**config.mk**
```make
export PLATFORM = sky130hd
export DESIGN_NAME = rom_loader_ctrl
export DESIGN_NICKNAME = d
export VERILOG_FILES = /design/src/rtl/rom_loader_ctrl.sv
export SDC_FILE = /design/constraint.sdc
export NUM_CORES = 1
export LEC_CHECK = 0
export CAP_MARGIN = 0
export CORE_MARGIN = 2
export CORE_UTILIZATION = 55
export DETAILED_ROUTE_END_ITERATION = 8
export GPL_TIMING_DRIVEN = 0
export PLACE_DENSITY = 0.92
export SLEW_MARGIN = 20
export SYNTH_ARGS = -nofsm -noshare
export SYNTH_HDL_FRONTEND = slang
export SYNTH_SLANG_ARGS = --single-unit
```
**constraint.sdc**
```tcl
create_clock -name clk -period 4.3 [get_ports clk]
set_input_delay 0.645 -clock clk [delete_from_list [all_inputs] [get_ports clk]]
set_output_delay 0.645 -clock clk [all_outputs]
set_load 0.01 [all_outputs]
```
**src/rtl/rom_loader_ctrl.sv**
```systemverilog
// Copies a run of SD-card sectors into the cartridge ROM write port.
// Optional build macro LOADER_HEADER_SKIP_EN drops the 128-byte A78 header of the first sector.
module rom_loader_ctrl #(
  parameter int unsigned MEM_DEPTH      = 49152,
  parameter int unsigned SECTOR_BYTES   = 512,
  parameter int unsigned IDLE_STATUS    = 6,
  parameter int unsigned TIMEOUT_CYCLES = 2700000
) (
  input  logic        clk,
  input  logic        reset,
  input  logic        start,
  input  logic [31:0] start_sector,
  input  logic [7:0]  sector_count,
  input  logic        sd_ready,
  input  logic [4:0]  sd_status,
  input  logic        sd_byte_available,
  input  logic [7:0]  sd_dout,
  output logic        sd_rd,
  output logic [31:0] sd_address,
  output logic        mem_we,
  output logic [15:0] mem_addr,
  output logic [7:0]  mem_wdata,
  output logic        busy,
  output logic        done,
  output logic        error,
  output logic        truncated,
  output logic [16:0] bytes_loaded
);

  typedef enum logic [2:0] {
    S_IDLE, S_WAIT_CARD, S_ISSUE, S_STREAM, S_NEXT, S_FINISH, S_FAIL
  } state_e;

  localparam logic [16:0] MEM_LIMIT    = 17'(MEM_DEPTH);
  localparam logic [15:0] SECTOR_LIMIT = 16'(SECTOR_BYTES);
  localparam logic [31:0] TMO_LAST     = 32'(TIMEOUT_CYCLES - 1);
  localparam logic [4:0]  IDLE_CODE    = 5'(IDLE_STATUS);
  localparam logic [15:0] HEADER_BYTES = 16'd128;
`ifdef LOADER_HEADER_SKIP_EN
  localparam bit SKIP_EN = 1'b1;
`else
  localparam bit SKIP_EN = 1'b0;
`endif

  state_e      state_q, state_d;
  logic [31:0] sector_q, sector_d;
  logic [7:0]  remaining_q, remaining_d;
  logic [15:0] byte_cnt_q, byte_cnt_d;
  logic [31:0] tmo_q, tmo_d;
  logic        avail_q;
  logic        first_sector_q, first_sector_d;
  logic        we_q, we_d;
  logic [7:0]  wdata_q, wdata_d;
  logic [15:0] addr_q, addr_d;
  logic [16:0] loaded_q, loaded_d;
  logic        done_q, done_d;
  logic        error_q, error_d;
  logic        trunc_q, trunc_d;

  logic byte_edge, stream_byte, skip_byte, write_ok, timed_out;

  // The strobe is a level; one byte per low-to-high transition.
  assign byte_edge   = sd_byte_available & ~avail_q;
  assign stream_byte = (state_q == S_STREAM) && byte_edge;
  assign skip_byte   = SKIP_EN && first_sector_q && (byte_cnt_q < HEADER_BYTES);
  assign write_ok    = {1'b0, addr_q} < MEM_LIMIT;
  assign timed_out   = tmo_q >= TMO_LAST;

  // NOTE: every next-state variable gets its default first so no path leaves it unassigned (no latches).
  always_comb begin
    state_d        = state_q;
    sector_d       = sector_q;
    remaining_d    = remaining_q;
    byte_cnt_d     = byte_cnt_q;
    first_sector_d = first_sector_q;
    we_d           = 1'b0;
    wdata_d        = wdata_q;
    addr_d         = addr_q;
    loaded_d       = loaded_q;
    done_d         = 1'b0;
    error_d        = error_q;
    trunc_d        = trunc_q;

    // A write issued last cycle retires now; address moves only after it is presented.
    if (we_q) begin
      addr_d   = addr_q + 16'd1;
      loaded_d = loaded_q + 17'd1;
    end

    unique case (state_q)
      S_IDLE: begin
        if (start) begin
          sector_d       = start_sector;
          remaining_d    = sector_count;
          first_sector_d = 1'b1;
          error_d        = 1'b0;
          trunc_d        = 1'b0;
          loaded_d       = '0;
          addr_d         = '0;
          state_d        = (sector_count == 8'd0) ? S_FINISH : S_WAIT_CARD;
        end
      end
      S_WAIT_CARD: begin
        if (sd_ready && (sd_status == IDLE_CODE)) state_d = S_ISSUE;
        else if (timed_out)                       state_d = S_FAIL;
      end
      S_ISSUE: begin
        if (!sd_ready) begin
          byte_cnt_d = '0;
          state_d    = S_STREAM;
        end else if (timed_out) begin
          state_d = S_FAIL;
        end
      end
      S_STREAM: begin
        if (stream_byte) begin
          byte_cnt_d = byte_cnt_q + 16'd1;
          if (!skip_byte) begin
            if (write_ok) begin
              we_d    = 1'b1;
              wdata_d = sd_dout;
            end else begin
              trunc_d = 1'b1;
            end
          end
        end
        // A byte arriving with the ready rise is already in byte_cnt_d.
        if (sd_ready)                       state_d = (byte_cnt_d == SECTOR_LIMIT) ? S_NEXT : S_FAIL;
        else if (timed_out && !stream_byte) state_d = S_FAIL;
      end
      S_NEXT: begin
        remaining_d    = remaining_q - 8'd1;
        sector_d       = sector_q + 32'd1;
        first_sector_d = 1'b0;
        state_d        = (remaining_q == 8'd1) ? S_FINISH : S_WAIT_CARD;
      end
      S_FINISH: begin
        done_d  = 1'b1;
        state_d = S_IDLE;
      end
      S_FAIL: begin
        error_d = 1'b1;
        state_d = S_IDLE;
      end
      default: state_d = S_IDLE;
    endcase
  end

  always_comb begin
    tmo_d = tmo_q;
    if ((state_d != state_q) || stream_byte) tmo_d = '0;
    else if (!timed_out)                     tmo_d = tmo_q + 32'd1;
  end

  // NOTE: state registers use non-blocking assignments so every flop samples pre-edge values.
  always_ff @(posedge clk) begin
    if (reset) begin
      state_q        <= S_IDLE;
      sector_q       <= '0;
      remaining_q    <= '0;
      byte_cnt_q     <= '0;
      tmo_q          <= '0;
      avail_q        <= 1'b0;
      first_sector_q <= 1'b0;
      we_q           <= 1'b0;
      wdata_q        <= '0;
      addr_q         <= '0;
      loaded_q       <= '0;
      done_q         <= 1'b0;
      error_q        <= 1'b0;
      trunc_q        <= 1'b0;
    end else begin
      state_q        <= state_d;
      sector_q       <= sector_d;
      remaining_q    <= remaining_d;
      byte_cnt_q     <= byte_cnt_d;
      tmo_q          <= tmo_d;
      avail_q        <= sd_byte_available;
      first_sector_q <= first_sector_d;
      we_q           <= we_d;
      wdata_q        <= wdata_d;
      addr_q         <= addr_d;
      loaded_q       <= loaded_d;
      done_q         <= done_d;
      error_q        <= error_d;
      trunc_q        <= trunc_d;
    end
  end

  assign sd_rd        = (state_q == S_ISSUE);
  assign sd_address   = sector_q;
  assign mem_we       = we_q;
  assign mem_addr     = addr_q;
  assign mem_wdata    = wdata_q;
  assign busy         = (state_q != S_IDLE);
  assign done         = done_q;
  assign error        = error_q;
  assign truncated    = trunc_q;
  assign bytes_loaded = loaded_q;

endmodule

```
==> results of run 1 <==
-- report_power, final --
part | switching (mW) | leakage (nW) | total, mW | internal [mW]
registers | 0.0465 | 1.11 | 1.35 | 1.30
clock network | 0.589 | 0.296 | 1.58 | 0.990
logic | 0.158 | 1.73 | 0.303 | 0.145
-- layer usage --
metal	vias up	track usage, %
met4	0	17.3
met3	69	6.01
met2	368	52.9
met5	-	0
li1	3342	-
met1	3385	40.0
-- critical path, stage by stage --
cell and delay (ps):
clkdlybuf4s50_1 580, nor4b_2 700, clkbuf_1 540, buf_1 560, nand2_1 170, a31oi_1 160
-- synth_stat cells (15+ instances only) --
cell type and n:
and3_1 27, nand4_1 29, xor2_1 44, a21oi_1 46, nand2_1 64, dfxtp_1 137, o21ai_0 29, inv_1 18
nor2_1 130, nor3_1 24, nand3_1 54, a211oi_1 15, clkbuf_1 36
-- per-stage QoR --
step	worst slack (ps)	total power [mW]
floorplan	2120	1.50
global placement	974	1.66
detailed placement	953	1.67
CTS	1360	3.22
global route	1140	3.31
finish	1290	3.23
-- path summary, 6_finish.rpt --
| check | endpoint | startpoint | slack [ps] | cells after the start |
|---|---|---|---|---|
| setup / recovery | sd_address[22]$_SDFFE_PP0P_ | start | 1290 | 6 |
| hold / removal | tmo_q[25]$_SDFFE_PP0N_ | tmo_q[25]$_SDFFE_PP0N_ | 440 | 2 |
| setup reg to reg | sd_address[3]$_SDFFE_PP0P_ | state_q[1]$_SDFF_PP0_ | 1580 | 8 |
| hold reg to reg | tmo_q[25]$_SDFFE_PP0N_ | tmo_q[25]$_SDFFE_PP0N_ | 440 | 2 |
-- flip-flops by register name, summed over array words and instances (netlist names) --
name,count
mem_wdata,8
sd_address,32
mem_we,1
avail_q,1
mem_addr,16
remaining_q,8
bytes_loaded,17
byte_cnt_q,16
tmo_q,32
done,1
truncated,1
error,1
state_q,3
-- final cells by class --
class	count	area [µm²]
multi-input cells	630	3750
fillers	885	3060
flip-flops and latches	137	2740
repair buffers	136	1360
clock buffers	19	443
plain buffers	50	201
clock inverters	13	194
well taps	147	184
inverters	19	71.3
-- kinds of logic after synthesis --
logic type / after synthesis
compound gates: 162
flops: 137
mux: 5
buf+inv: 69
xor+xnor: 55
simple gates: 401
fa+ha+maj: 7
==> impl_metrics.tcl, run 1 <==
set metrics [dict create \
    dieArea_um2 13200 \
    postSynthAreaPerCell_um2 8.09 \
    start_util_pct 56.3 \
    die_height_um 115 \
    layout_commonest_cell "dfxtp_1" \
    irDropWorstVdd_v 0.000271 \
    synth-compound-area-share_pct 15.8 \
    vias 7164 \
    status "completed" \
    clockRootBuffer "clkbuf_16" \
    fin_worst_skew_ps 5.40 \
    grt_pass1_vias 6816 \
    via_per_inst 6.22 \
    wl_met1_um 8410 \
    netlist_area_um2 6770 \
    numPortBuffers 136 \
    clkSlewWorstSetupHoldPaths_ps 60 \
    yosysWarnings 0 \
    grt.total_usage_pct 32.1 \
    drv_cap 0 \
    max_freq_mhz 333 \
    dr_wl_met2_um 10200 \
    drive_gt1_share_pct 5.78 \
    cts_resized 0 \
    place_area_um2 8310 \
    crit_arrival_ps 3370 \
    most-common-layout-cells "137 x dfxtp_1, 136 x clkdlybuf4s50_1, 130 x nor2_1, 64 x nand2_1, 54 x nand3_1" \
    firstDrtPassIters 6 \
    holdWs_ps 439 \
    setup_tns_ps 0 \
    hold_viol_final 0 \
    required_ps 4660 \
    syn_inst 836 \
    synth-xor-area-share_pct 7.12 \
    worstMarginPinSlew_ps 874 \
    clock-sinks 137 \
    tritoncts "done" \
    rsz0062_at_grt "no" \
    critPathKind "input pin to flop" \
    drtIter0Drc 860 \
    syn2layout_area_growth_pct 32.2 \
    cp-start-kind "input pin" \
    synth_top_area_cell "dfxtp_1" \
    clockBufferDepth 2 \
    synth_edf_count 0 \
    core_um2 12000 \
    wl_met3_um 1560 \
    gp_congestion 0.935 \
    antenna_found_initial 0 \
    grt_pass1_wl_um 33600 \
    synth.distinct_cells 72 \
    endpoint_kind "flop" \
    synth_nets 901 \
    place_inst 1119 \
    rows 40 \
    synth_top_family_by_area "simple AND/OR/NAND/NOR gates" \
    p_leak_nw 3.13 \
    cts_setup_buffers 0 \
    drc_errors 0 \
    antenna_left 0 \
    ys_async_sr_fraction_pct 0 \
    finalNetCount 1056 \
    grt_max_degree 17 \
    yosys_register_bits 137 \
    die_w_um 115 \
    stdcell_area_um2 8950 \
    timing.final.crit_share_pct 69.9 \
    synth-simple-area-share_pct 30.5 \
    clk_latency_ps 440 \
    overflow 0 \
    layout.cells.non_filler 1151 \
    wl_per_cell_um 18.2 \
    synth_top_flop_cell "dfxtp_1" \
    top_layer_used "met4" \
    post-dp-hpwl_um 14000 \
    critical_path.max_fanout 10 \
    diodes 0 \
    synthAdderAreaFrac_pct 1.29 \
    synth_top_area_share_pct 40.5 \
    hp-class "flop to flop" \
    final_util_pct 74.5 \
    holdBufCountCts 0 \
    cts_buffers 17 \
    min_period_ps 3010 \
    synth-seq-area-share_pct 40.5 \
    muxShareOfSynthArea_pct 0.758 \
    ios 137 \
    maxSlewViolCount 0 \
    wirelength_um 20900 \
    power_density_nw_per_um2 361 \
    cts-htree-levels 4 \
    slew_headroom_pct 41.4 \
    setup_viol 0 \
    netlist_top_cells_area "dfxtp_1 41%, nor2_1 7.2%, xor2_1 5.7%, nand3_1 4.0%, nand2_1 3.6%" \
]
(Power assumes the default switching activity.)
==> inputs of run 2 (changes only) <==
Settings changed: CORE_UTILIZATION 55 to 52, PLACE_DENSITY 0.92 to 0.88.
Clock period 4.3 ns to 2.8 ns, I/O delays scaled along.
==> run 2 against run 1 <==
  * Cell count rose by 2.4%
  * Global-route usage fell by 4.1 points
  * Non-clock buffer count rose by 3
  * Routed wire length fell by 5.2%
  * Sequential cell count did not move
  * First-iteration DRC count fell by 5.1%
  * Via count fell by 1.8%
  * Largest cell class unchanged
  * Highest routed layer unchanged
==> impl_metrics.tcl, run 2 (synthesis results as in run 1) <==
set metrics [dict create \
    holdBufCountCts 0 \
    hold_depth 2 \
    grt_max_degree 17 \
    stdcell_area_um2 8960 \
    worstMarginPinSlew_ps 864 \
    diodes 0 \
    p_leak_nw 3.14 \
    rows 41 \
    cp-start-kind "flop" \
    numPortBuffers 136 \
    status "completed" \
    place_area_um2 8340 \
    hold_start "tmo_q[27]$_SDFFE_PP0N_" \
    overflow 0 \
    ios 137 \
    worst-path-buf-inv 4 \
    endpoint_kind "output port" \
    setup_viol 0 \
    hold_viol_final 0 \
    required_ps 2380 \
    via_per_inst 5.97 \
    r2r-start "state_q[1]$_SDFF_PP0_" \
    clockRootBuffer "clkbuf_16" \
    clkSlewWorstSetupHoldPaths_ps 60 \
    critical_path.max_fanout 10 \
    clockBufferDepth 2 \
    clk_latency_ps 420 \
    timing.final.crit_share_pct 97.1 \
    drive_gt1_share_pct 6.26 \
    rrSetupSlack_ps 300 \
    fin_worst_skew_ps 8.27 \
    final_util_pct 70.7 \
    dieArea_um2 13900 \
    antenna_left 0 \
    grt_pass1_wl_um 32100 \
    crit_family "buffers and inverters" \
    antenna_found_initial 0 \
    irDropWorstVdd_v 0.000451 \
    r2r_end "state_q[1]$_SDFF_PP0_" \
    reg2reg_depth 9 \
    drc_errors 0 \
    clock-sinks 137 \
    grt_pass1_vias 6554 \
    max_stage_delay_ps 610 \
    layout_commonest_cell "dfxtp_1" \
    die_height_um 118 \
    slew_headroom_pct 42.0 \
    cts_buffers 17 \
    syn2layout_area_growth_pct 32.5 \
    wl_per_cell_um 16.8 \
    place_inst 1144 \
    min_period_ps 2720 \
    fill_cells 984 \
    max_freq_mhz 368 \
    critPathKind "flop to output port" \
    rsz0062_at_grt "no" \
    hold_end "tmo_q[27]$_SDFFE_PP0N_" \
    wirelength_um 19800 \
    worstSetupStartpoint "state_q[1]$_SDFF_PP0_" \
    drv_cap 0 \
    crit_arrival_ps 2300 \
    post-dp-hpwl_um 13600 \
    power_density_nw_per_um2 530 \
    p_total_mw 4.75 \
    tritoncts "done" \
    vias 7037 \
    hp-class "flop to flop" \
    finalNetCount 1059 \
    start_util_pct 53.4 \
    most-common-layout-cells "137 x dfxtp_1, 136 x clkdlybuf4s50_1, 130 x nor2_1, 64 x nand2_1, 54 x nand3_1" \
    crit_slowest_cell "clkdlybuf4s50_1" \
    core_um2 12700 \
    cts-htree-levels 4 \
    die_w_um 118 \
    grt.total_usage_pct 28.1 \
    gp_congestion 0.966 \
    maxSlewViolCount 0 \
    layout.cells.non_filler 1179 \
    worstPathCellList "buf_2 -> inv_1 -> clkbuf_1 -> nor3_1 -> clkdlybuf4s50_1" \
    firstDrtPassIters 6 \
    drtIter0Drc 816 \
]
[run 2: report_power, final]
group	internal, mW	total (mW)	switching (mW)	leakage [nW]
registers	2.00	2.07	0.0708	1.11
clock network	1.29	2.20	0.913	0.279
logic	0.229	0.473	0.244	1.75
[run 2: layer usage]
| metal | GRT usage [%] | vias up | wire, µm |
|---|---|---|---|
| met5 | 0 | - | 0 |
| met4 | 12.3 | 0 | 516 |
| met3 | 7.41 | 63 | 1730 |
| met2 | 44.6 | 373 | 9300 |
| met1 | 35.8 | 3244 | 8270 |
| li1 | - | 3357 | - |
[run 2: what timing repair did]
action,CTS,global route
resized for setup,0,3
setup buffers,0,3
hold endpoints to repair,0,0
setup endpoints to repair,0,12
[run 2: per-stage QoR]
stage,setup TNS [ps],worst slack [ps],hold WS [ps]
2_1_floorplan,0,783,408
3_3_place_gp,-6630,-287,416
6_report,0,80.8,433
4_1_cts,0,126,432
3_5_place_dp,-7220,-295,420
5_1_grt,0,58.6,448
[run 2: worst max path at each step]
stage / end / slack, ps / cells after the start
2_1_floorplan: tmo_q[11]$_SDFFE_PP0N_ / 780 / 9
3_3_place_gp: sd_address[30]$_SDFFE_PP0P_ / -290 / 6
3_5_place_dp: sd_address[31]$_SDFFE_PP0P_ / -290 / 6
4_1_cts: sd_address[31]$_SDFFE_PP0P_ / 130 / 6
5_1_grt: busy / 60 / 4
6_report: sd_rd / 80 / 5
[run 2: worst min-delay path: stages, from the launching register on]
cell and delay [ps]:
dfxtp_1 310, inv_1 50, nor2_1 30
[run 2: cell type report]
type / instances / area [µm²] / area share, %
plain buffers: 50 / 203 / 2.26
clock buffers: 19 / 453 / 5.05
clock inverters: 13 / 134 / 1.49
inverters: 19 / 71.3 / 0.796
multi-input cells: 630 / 3760 / 42.0
flip-flops and latches: 137 / 2740 / 30.6
well taps: 172 / 215 / 2.40
repair buffers: 139 / 1380 / 15.4
==> inputs of run 3 (changes only) <==
Settings changed: CORE_ASPECT_RATIO set to 2, HOLD_SLACK_MARGIN set to 0.15.
==> run 3 against run 2 <==
  * Sequential cell count did not move
  * Via count rose by 1.6%
  * Worst setup slack improved by 120 ps
  * Fmax rose by 4.8%
  * Count of clock-buffer cells in the layout fell by 2
  * Non-clock buffer count fell by 3
  * Critical endpoint is now busy
==> impl_metrics.tcl, run 3 (synthesis results as in run 1) <==
set metrics [dict create \
    irDropWorstVdd_v 0.000513 \
    required_ps 2380 \
    numPortBuffers 136 \
    fin_ws_ps 205 \
    slew_headroom_pct 42.6 \
    critical_path.max_fanout 10 \
    core_um2 12800 \
    die_height_um 165 \
    clock-sinks 137 \
    die_w_um 84.7 \
    wirelength_um 19900 \
    holdBufCountCts 0 \
    drc_errors 0 \
    hold_viol_final 0 \
    holdWs_ps 429 \
    fin_worst_skew_ps 8.07 \
    timing.final.crit_share_pct 92.7 \
    worstMarginPinSlew_ps 855 \
    via_per_inst 6.19 \
    maxSlewViolCount 0 \
    power_density_nw_per_um2 539 \
    setup_viol 0 \
    max_freq_mhz 385 \
    endpoint_kind "output port" \
    ios 137 \
    cts_buffers 17 \
    drive_gt1_share_pct 6.08 \
    rrSetupSlack_ps 240 \
    rsz0062_at_grt "no" \
    layout_commonest_cell "dfxtp_1" \
    reg2reg_depth 8 \
    grt_max_degree 17 \
    finalNetCount 1056 \
    clockBufferDepth 2 \
    crit_arrival_ps 2180 \
    antenna_left 0 \
    post-dp-hpwl_um 13800 \
    p_leak_nw 3.14 \
    wl_per_cell_um 17.2 \
    clockRootBuffer "clkbuf_16" \
    overflow 0 \
    hp-class "flop to flop" \
    start_util_pct 52.7 \
    critPathKind "flop to output port" \
    r2r_end "sd_address[3]$_SDFFE_PP0P_" \
    firstDrtPassIters 6 \
    most-common-layout-cells "137 x dfxtp_1, 136 x clkdlybuf4s50_1, 130 x nor2_1, 64 x nand2_1, 54 x nand3_1" \
    grt.total_usage_pct 27.7 \
    dpl_worst_slack_ps -260 \
    diodes 0 \
    clkSlewWorstSetupHoldPaths_ps 60 \
    min_period_ps 2600 \
    hold_depth 2 \
    grt_pass1_vias 6741 \
    fill_cells 1001 \
    hold_end "tmo_q[28]$_SDFFE_PP0N_" \
    drv_cap 0 \
    cts-htree-levels 4 \
    clk_latency_ps 430 \
    rows 59 \
    grt_pass1_wl_um 31900 \
    vias 7151 \
    r2r-start "state_q[1]$_SDFF_PP0_" \
    dieArea_um2 14000 \
    cp-start-kind "flop" \
    hold_start "tmo_q[28]$_SDFFE_PP0N_" \
    drtIter0Drc 606 \
    antenna_found_initial 0 \
    status "completed" \
    gp_congestion 0.888 \
    tritoncts "done" \
    syn2layout_area_growth_pct 31.9 \
]
[run 3: worst max-delay path, cell delays in order (launching register included)]
cell and delay [ps]:
dfxtp_1 410, buf_2 250, inv_1 80, clkbuf_1 220
nand3_1 190, clkdlybuf4s50_1 610
[run 3: how the worst max path moves through the flow]
stage,from,end,slack [ps]
final,state_q[1]$_SDFF_PP0_,busy,200
after global routing,state_q[1]$_SDFF_PP0_,state_q[1]$_SDFF_PP0_,20
after CTS,start,sd_address[22]$_SDFFE_PP0P_,120
after detailed placement,start,sd_address[31]$_SDFFE_PP0P_,-260
after global placement,start,sd_address[30]$_SDFFE_PP0P_,-210
after floorplan,tmo_q[0]$_SDFFE_PP0N_,tmo_q[11]$_SDFFE_PP0N_,780
[run 3: metrics by stage]
| stage | cell area [µm²] | utilization (%) | instances | TNS, ps | total power, mW |
|---|---|---|---|---|---|
| after floorplan | 6770 | - | 836 | 0 | 2.31 |
| after global placement | 8320 | 64.8 | 1124 | -3060 | 2.55 |
| after detailed placement | 8320 | 64.8 | 1124 | -4070 | 2.56 |
| after CTS | 8910 | 69.4 | 1156 | 0 | 4.81 |
| after global routing | 8920 | 69.5 | 1156 | 0 | 4.94 |
| final | 8920 | 69.5 | 1156 | 0 | 4.81 |
[run 3: what timing repair did]
item	CTS	global route
endpoints found under the setup margin	0	11
buffers inserted	0	0
gates resized for setup	0	5
hold endpoints to repair	0	0
[run 3: where the power goes]
part | total (mW) | leakage [nW] | internal, mW | switching (mW)
clock | 2.27 | 0.288 | 1.28 | 0.997
combinational | 0.467 | 1.74 | 0.225 | 0.243
sequential | 2.07 | 1.11 | 2.00 | 0.0709
total | 4.81 | 3.14 | 3.50 | 1.31
[run 3: cell type report]
type / count / area, µm² / share of cell area [%]
Clock inverter: 15 / 170 / 1.91
Buffer: 50 / 204 / 2.29
Inverter: 19 / 71.3 / 0.799
Clock buffer: 17 / 425 / 4.77
Sequential cell: 137 / 2740 / 30.7
Timing Repair Buffer: 136 / 1360 / 15.3
Tap cell: 152 / 190 / 2.13
Multi-Input combinational cell: 630 / 3760 / 42.1
[run 3: routing by layer]
layer | share of wire, % | global-route usage, % | up-vias
li1 | - | - | 3334
met2 | 48 | 46.4 | 393
met1 | 39 | 32.7 | 3358
met4 | 3.2 | 13.1 | 0
met5 | 0 | 0 | -
met3 | 9.2 | 7.50 | 66
